--- src/rtl/mul_8x8_pipeline.sv ---
// Unsigned 8x8 pipelined multiplier: partial products, registered 8->4->2->1 adder tree, 16-bit product.
// Optional MUL8X8_INPUT_REG_EN adds an input register stage (latency 4 -> 5 stages).
module mul_8x8_pipeline (
  input  logic        clk_mul8x8,
  input  logic        rst_n,
  input  logic        vld_in,
  input  logic [7:0]  a,
  input  logic [7:0]  b,
  output logic [15:0] dout,
  output logic        vld_out
);

  logic [7:0]  w_a;
  logic [7:0]  w_b;
  logic        w_vld;
  logic [15:0] w_pp [8];

  logic [15:0] r_pp [8];
  logic        r_vld1;
  logic [15:0] r_s2 [4];
  logic        r_vld2;
  logic [15:0] r_s3 [2];
  logic        r_vld3;
  logic [15:0] r_dout;
  logic        r_vld_out;

`ifdef MUL8X8_INPUT_REG_EN
  logic [7:0] r_a_in;
  logic [7:0] r_b_in;
  logic       r_vld_in;

  // NOTE: sequential state uses non-blocking assignments so every stage samples pre-edge values.
  always_ff @(posedge clk_mul8x8 or negedge rst_n) begin
    if (!rst_n) begin
      r_a_in   <= 8'h00;
      r_b_in   <= 8'h00;
      r_vld_in <= 1'b0;
    end else begin
      r_a_in   <= a;
      r_b_in   <= b;
      r_vld_in <= vld_in;
    end
  end

  assign w_a   = r_a_in;
  assign w_b   = r_b_in;
  assign w_vld = r_vld_in;
`else
  assign w_a   = a;
  assign w_b   = b;
  assign w_vld = vld_in;
`endif

  // NOTE: defaults first so no path through always_comb leaves w_pp unassigned (no latch).
  always_comb begin
    w_pp = '{default: 16'h0000};
    for (int i = 0; i < 8; i++) begin
      if (w_b[i]) w_pp[i] = {8'h00, w_a} << i;
    end
  end

  // NOTE: these arrays are pipeline flops, not RAM, so they clear on reset like any other register.
  always_ff @(posedge clk_mul8x8 or negedge rst_n) begin
    if (!rst_n) begin
      for (int i = 0; i < 8; i++) r_pp[i] <= 16'h0000;
      for (int j = 0; j < 4; j++) r_s2[j] <= 16'h0000;
      for (int k = 0; k < 2; k++) r_s3[k] <= 16'h0000;
      r_vld1    <= 1'b0;
      r_vld2    <= 1'b0;
      r_vld3    <= 1'b0;
      r_dout    <= 16'h0000;
      r_vld_out <= 1'b0;
    end else begin
      for (int i = 0; i < 8; i++) r_pp[i] <= w_pp[i];
      r_vld1 <= w_vld;
      // Sums never exceed 255*255, so 16-bit adders cannot overflow.
      for (int j = 0; j < 4; j++) r_s2[j] <= r_pp[2*j] + r_pp[2*j+1];
      r_vld2 <= r_vld1;
      for (int k = 0; k < 2; k++) r_s3[k] <= r_s2[2*k] + r_s2[2*k+1];
      r_vld3    <= r_vld2;
      r_dout    <= r_s3[0] + r_s3[1];
      r_vld_out <= r_vld3;
    end
  end

  assign dout    = r_dout;
  assign vld_out = r_vld_out;

endmodule

--- config.mk ---
export PLATFORM = sky130hd
export DESIGN_NAME = mul_8x8_pipeline
export DESIGN_NICKNAME = d
export VERILOG_FILES = /design/src/rtl/mul_8x8_pipeline.sv
export SDC_FILE = /design/constraint.sdc
export NUM_CORES = 1
export LEC_CHECK = 0
export ABC_CLOCK_PERIOD_IN_PS = 2590
export BUFFER_PORTS_ARGS = -buffer_cell sky130_fd_sc_hd__buf_2
export CORE_MARGIN = 4
export CORE_UTILIZATION = 50
export CTS_CLUSTER_SIZE = 24
export DETAILED_ROUTE_END_ITERATION = 16
export HOLD_SLACK_MARGIN = 0.15
export MAX_ROUTING_LAYER = met4
export PLACE_DENSITY = 0.67
export SYNTH_ARGS = -nofsm -noshare
export SYNTH_HDL_FRONTEND = slang
export SYNTH_SLANG_ARGS = --single-unit
--- constraint.sdc ---
create_clock -name clk_mul8x8 -period 2.59 [get_ports clk_mul8x8]
set_input_delay 0.259 -clock clk_mul8x8 [delete_from_list [all_inputs] [get_ports clk_mul8x8]]
set_output_delay 0.259 -clock clk_mul8x8 [all_outputs]
set_load 0.01 [all_outputs]
==> flow_summary.json, run 1 <==
{
  "portBuffers": 35,
  "cts_inserted_buffers": 17,
  "synth_top_family_by_area": "adder cells",
  "die_w_um": 121,
  "coreArea_mm2": 0.0126,
  "rsz0062_at_grt": "false",
  "fin_util": 0.604,
  "drive_above_1_share": 0.138,
  "cts-root-buf": "clkbuf_16",
  "grt_pass1_vias": 3935,
  "grt_overflow": 0,
  "clkTransAtPathRegs_ps": 60,
  "worstMarginPinSlew_ps": 523,
  "synth_fa_ha_area_frac": 0.125,
  "synth.avg_cell_area_um2": 12.6,
  "worst_ep_arrival_time_ps": 2440,
  "yosys_warnings": 0,
  "drt_drc_violations_left": 0,
  "cp.required_ps": 2880,
  "cts_tree": "done",
  "drt_pass1_iterations": 6,
  "skew_ps": 8.39,
  "slowest_delay_ps": 430,
  "crit_type": "reg2reg",
  "max_cap_viol_count": 0,
  "cts.sinks": 149,
  "post-layout-total-power_uw": 6960,
  "antenna_found_initial": 0,
  "hold_path.class": "in2reg",
  "startpoint_type": "register",
  "synth_seq_cells": 149,
  "async_reset_ff_frac": 1.00,
  "layout_min_cycle_time_ps": 2150,
  "setup_viol": 0,
  "muxShareOfSynthArea": 0.00155,
  "cp_num_cells": 7,
  "ctsResizeCount": 0,
  "leakagePower_uw": 0.00368,
  "status": "completed",
  "synth-simple-area-share": 0.114,
  "slowest_stage": "fa_1",
  "grt_max_degree": 60,
  "reg2reg_depth": 7,
  "synth-compound-area-share": 0.110,
  "hold_depth": 2,
  "cts_max_level": 4,
  "cts_setup_buffers": 0,
  "wire_per_inst_um": 14.4,
  "powerDensity_mw_per_mm2": 914,
  "tns_ps": 0,
  "finalMaxSlewViolations": 0,
  "vias_per_cell": 5.00,
  "netlist_instances": 509,
  "synth_xor_area_frac": 0.0571,
  "first_iter_violations": 274,
  "crit_chain": "ha_1 -> fa_1 -> a211oi_2 -> o21bai_1 -> a31oi_2 -> nor4b_1 -> a311o_1",
  "ant_nets": 0,
  "synth-seq-area-share": 0.579,
  "grt.total_usage": 0.175,
  "num_io_pins": 36,
  "num_rows": 41,
  "finalHoldViolCount": 0,
  "synth_edf_count": 0,
  "chipHeight_um": 121,
  "cp_max_fo": 3,
  "fin_nets": 654,
  "num_vias": 3799,
  "dieArea_mm2": 0.0148,
  "start_util": 0.510,
  "slew_headroom": 0.651,
  "clk_path_buf_depth": 2,
  "hpwl_um": 7960,
  "syn-num-nets": 588,
  "routed_wl_um": 10900,
  "path_delay_family": "compound AO/OA/AOI/OAI gates",
  "fin_crit_sh": 0.831,
  "diodes": 0,
  "grt_pass1_wl_um": 19100,
  "synth_ff_type": "dfrtp_1",
  "worst_setup_path_end_kind": "register",
  "clock_latency_ps": 410,
  "netlist_area_mm2": 0.00644,
  "peakVddDrop_mv": 0.455,
  "synthToLayoutAreaGrowth_pct": 18.3,
  "whs_ps": 192,
  "place_congestion": 0.889,
  "synth_cell_type_count": 39,
  "worst-path-buf-inv": 0,
  "fmax_mhz": 465
}
cells in the final DEF (no fill, tap or decap), types with 4 or more instances in the layout:
cell type / count
dfrtp_1: 149
and2_1: 65
ha_1: 53
buf_2: 34
a21oi_1: 33
xnor2_1: 33
nor2_1: 29
inv_1: 20
clkbuf_16: 17
o21ai_0: 15
nand2_1: 15
a21o_1: 12
o21bai_1: 10
dlygate4sd3_1: 10
xor2_1: 9
o21a_1: 8
nor4_1: 8
fa_1: 7
a211oi_1: 5
bufinv_16: 5
o211ai_1: 4
clkinv_4: 4
buf_4: 4
timing repair:
item	4_1_cts	5_1_grt
setup endpoints to repair	0	0
hold buffers	10	0
endpoints found under the hold margin	112	0
power by group:
group          internal [µW]  total (µW)  switching (µW)
sequential              2670        2820             144
combinational            666        1470             806
clock                   1750        2670             928
final cells by class:
cell class	instances	area, µm²
multi-input combinational	338	2630
fill	1031	5000
clock inverter	14	224
inverter	20	75.1
timing repair buffer	49	312
sequential	149	3730
clock buffer	18	439
tap	172	215
registers in the layout (all words and copies together) (netlist names):
name	count
dout	16
r_vld2	1
r_pp	64
r_s3	25
r_vld3	1
r_vld1	1
vld_out	1
r_s2	40
worst paths after layout:
check	start	end	slack [ps]
max	r_s3[4]$_DFF_PN0_	dout[14]$_DFF_PN0_	440
min	a[3]	r_pp[115]$_DFF_PN0_	190
max reg2reg	r_s3[4]$_DFF_PN0_	dout[14]$_DFF_PN0_	440
min reg2reg	r_s3[19]$_DFF_PN0_	dout[3]$_DFF_PN0_	350
max in group asynchronous	rst_n	r_s2[39]$_DFF_PN0_	1500
min in group asynchronous	rst_n	vld_out$_DFF_PN0_	360
per-stage QoR:
stage	instances	instance area, µm²	worst slack, ps
2_1_floorplan	509	6440	607
3_3_place_gp	718	6860	514
3_5_place_dp	718	6860	473
4_1_cts	760	7620	432
5_1_grt	760	7620	317
6_report	760	7620	438
cell usage after synthesis, drive strengths merged (3+ instances only):
cell,n,area [µm²]
dfrtp,149,3730
and2,65,407
ha,53,663
a21oi,33,165
xnor2,33,289
nor2,29,109
inv,20,75.1
o21ai,18,101
nand2,15,56.3
a21o,12,90.1
o21bai,10,75.1
xor2,9,78.8
nor4,8,50.1
o21a,8,60.1
fa,7,140
a211oi,6,50.1
o211ai,4,30.0
nand4,3,18.8
nor2b,3,18.8
layer usage:
metal	share of wire	track usage	wire length [µm]
met1	0.46	0.217	4970
met2	0.49	0.275	5320
met3	0.036	0.0448	398
met4	0.021	0.0714	224
met5	0	-	0
cell families (layout without fill, tap and decap cells):
logic type,Yosys count,in the layout
DFF,149,149
muxes,1,1
adders and majority gates,60,60
AOI/OAI and AO/OA,101,101
xor gates and xnor gates,42,42
buffers and inverters,22,101
and+or+nand+nor,134,134
No activity file was read; power rests on OpenSTA's default activity.
==> run 2: changes to the inputs <==
- ABC_CLOCK_PERIOD_IN_PS: 2590 -> 1750
- PLACE_DENSITY: 0.67 -> 0.7
- clock period: 2.59 -> 1.75 ns (I/O delays scaled with it)
==> run 2 against run 1 <==
Against the previous run:
- the run now ends with negative setup slack left
- fmax increased by 11%
- setup slack got worse by 630 ps
- core utilization up 4.4 points
- total power increased by 53%
- sequential power increased by 49%
- register-to-register slack worse by 630 ps
- cell count up 5.3%
- critical path type unchanged
- final area is 7.3% higher
- clock-buffer cell count unchanged
- combinational power rose by 93%
- first-iteration DRC count down 16%
- non-clock buffer count rose by 41
==> flow_summary.json, run 2 (synthesis results as in run 1) <==
{
  "status": "finished, violations left",
  "violations": "negative setup slack",
  "die_w_um": 121,
  "finalMaxSlewViolations": 0,
  "dieArea_mm2": 0.0148,
  "final_cells": 800,
  "reg2reg_depth": 7,
  "powerDensity_mw_per_mm2": 1300,
  "worst_ep_arrival_time_ps": 2220,
  "r2r_slack_ps": -190,
  "cts_max_level": 4,
  "reg2reg_from": "r_s2[6]$_DFF_PN0_",
  "synthToLayoutAreaGrowth_pct": 27.0,
  "slew_headroom": 0.733,
  "diodes": 0,
  "portBuffers": 35,
  "chipHeight_um": 121,
  "hpwl_um": 7970,
  "cts_inserted_buffers": 17,
  "timing.rr.end": "r_s3[14]$_DFF_PN0_",
  "grt_pass1_vias": 4187,
  "crit_type": "reg2reg",
  "rsz0062_at_grt": "true",
  "worst_setup_path_end_kind": "register",
  "cts_tree": "done",
  "dp.cells": 738,
  "num_vias": 4047,
  "dpl-instance-area_mm2": 0.00707,
  "first_iter_violations": 231,
  "drive_above_1_share": 0.245,
  "peakVddDrop_mv": 0.762,
  "final_cell_area_mm2": 0.00818,
  "tns_ps": -613,
  "final_common_cell": "dfrtp_1",
  "place_congestion": 0.808,
  "coreArea_mm2": 0.0126,
  "largest_reg_flops": 64,
  "clock_latency_ps": 410,
  "grt_overflow": 0,
  "cp.required_ps": 2030,
  "vias_per_cell": 5.06,
  "fin_crit_sh": 1.11,
  "largestRegisters": "r_pp: 64 flops, r_s2: 40 flops, r_s3: 25 flops",
  "start_util": 0.510,
  "grt_pass1_wl_um": 19600,
  "clk_path_buf_depth": 2,
  "clkTransAtPathRegs_ps": 60,
  "hold_path.class": "in2async",
  "num_io_pins": 36,
  "ant_nets": 0,
  "max_cap_viol_count": 0,
  "wire_per_inst_um": 14.7,
  "fin_util": 0.648,
  "cts-root-buf": "clkbuf_16",
  "leakagePower_uw": 0.00388,
  "finalHoldViolCount": 0,
  "layout_common_cells": "dfrtp_1, and2_1, ha_1",
  "antenna_found_initial": 0,
  "startpoint_type": "register",
  "worstMarginPinSlew_ps": 401,
  "drt_pass1_iterations": 4,
  "num_rows": 41,
  "routed_wl_um": 11800,
  "grt_max_degree": 65,
  "drt_drc_violations_left": 0,
  "cp_max_fo": 2,
  "fillCellCount": 923,
  "setup_viol": 7,
  "fmax_mhz": 516,
  "cts.sinks": 149,
  "fin_nets": 695,
  "grt.total_usage": 0.180,
  "top_register": "r_pp",
  "layout_min_cycle_time_ps": 1940,
  "fin_ws_ps": -188,
  "skew_ps": 6.31
}
-- run 2: cell count changes in the layout (fill, tap and decap cells not counted), moves of 4 or more --
cell           before  now
buf_4               4   32
ha_1               53   38
a21oi_1            33   22
a21oi_2             0   11
dlygate4sd3_1      10   21
ha_2                0    8
fa_1                7    0
fa_2                0    7
ha_4                0    7
clkinv_2            1    5
-- run 2: where the power goes --
group          leakage (µW)  switching (µW)  total, µW  internal, µW
Combinational       0.00172            1430       2840          1410
Sequential          0.00187             246       4200          3960
Clock              0.000292            1330       3590          2260
-- run 2: what timing repair did --
item / CTS / global route
hold endpoints to repair: 214 / 0
setup endpoints to repair: 16 / 24
gates resized for setup: 15 / 22
pin swaps: 18 / 24
hold buffers: 21 / 0
setup buffers: 6 / 5
-- run 2: critical path: stages (launching register included) --
cell and delay [ps]:
dfrtp_1 370, ha_2 200, fa_2 340, a21o_1 180, a211oi_2 230, nor3b_2 90
o41ai_2 280, xnor2_1 130
-- run 2: stage by stage --
| stage | setup slack [ps] | hold WS, ps | total power [µW] |
|---|---|---|---|
| floorplan | -100 | -121 | 5790 |
| global placement | -166 | 112 | 6470 |
| detailed placement | -266 | 118 | 6550 |
| CTS | -210 | 239 | 10400 |
| global route | -324 | 269 | 11200 |
| finish | -188 | 240 | 10600 |
-- run 2: worst max path at each step --
stage	from	to	depth (start not counted)
after floorplan	r_s3[20]$_DFF_PN0_	dout[14]$_DFF_PN0_	7
after global placement	r_s3[20]$_DFF_PN0_	dout[14]$_DFF_PN0_	7
after detailed placement	r_s2[6]$_DFF_PN0_	r_s3[14]$_DFF_PN0_	7
after CTS	r_s2[6]$_DFF_PN0_	r_s3[14]$_DFF_PN0_	7
after global routing	r_s2[6]$_DFF_PN0_	r_s3[14]$_DFF_PN0_	7
final	r_s2[6]$_DFF_PN0_	r_s3[14]$_DFF_PN0_	7
-- run 2: cell type report --
| class | count | area [µm²] | share of cell area |
|---|---|---|---|
| Inverter | 20 | 75.1 | 0.00918 |
| Tap cell | 172 | 215 | 0.0263 |
| Timing Repair Buffer | 90 | 672 | 0.0822 |
| Multi-Input combinational cell | 338 | 2890 | 0.353 |
| Sequential cell | 149 | 3730 | 0.456 |
| Clock inverter | 13 | 156 | 0.0191 |
| Clock buffer | 18 | 439 | 0.0537 |
-- run 2: per-layer routing --
layer	track usage	vias to the layer above	share of wire
met1	0.219	1948	0.44
met3	0.0448	38	0.035
met5	-	-	0
met2	0.283	99	0.50
li1	-	1962	-
met4	0.0875	0	0.031
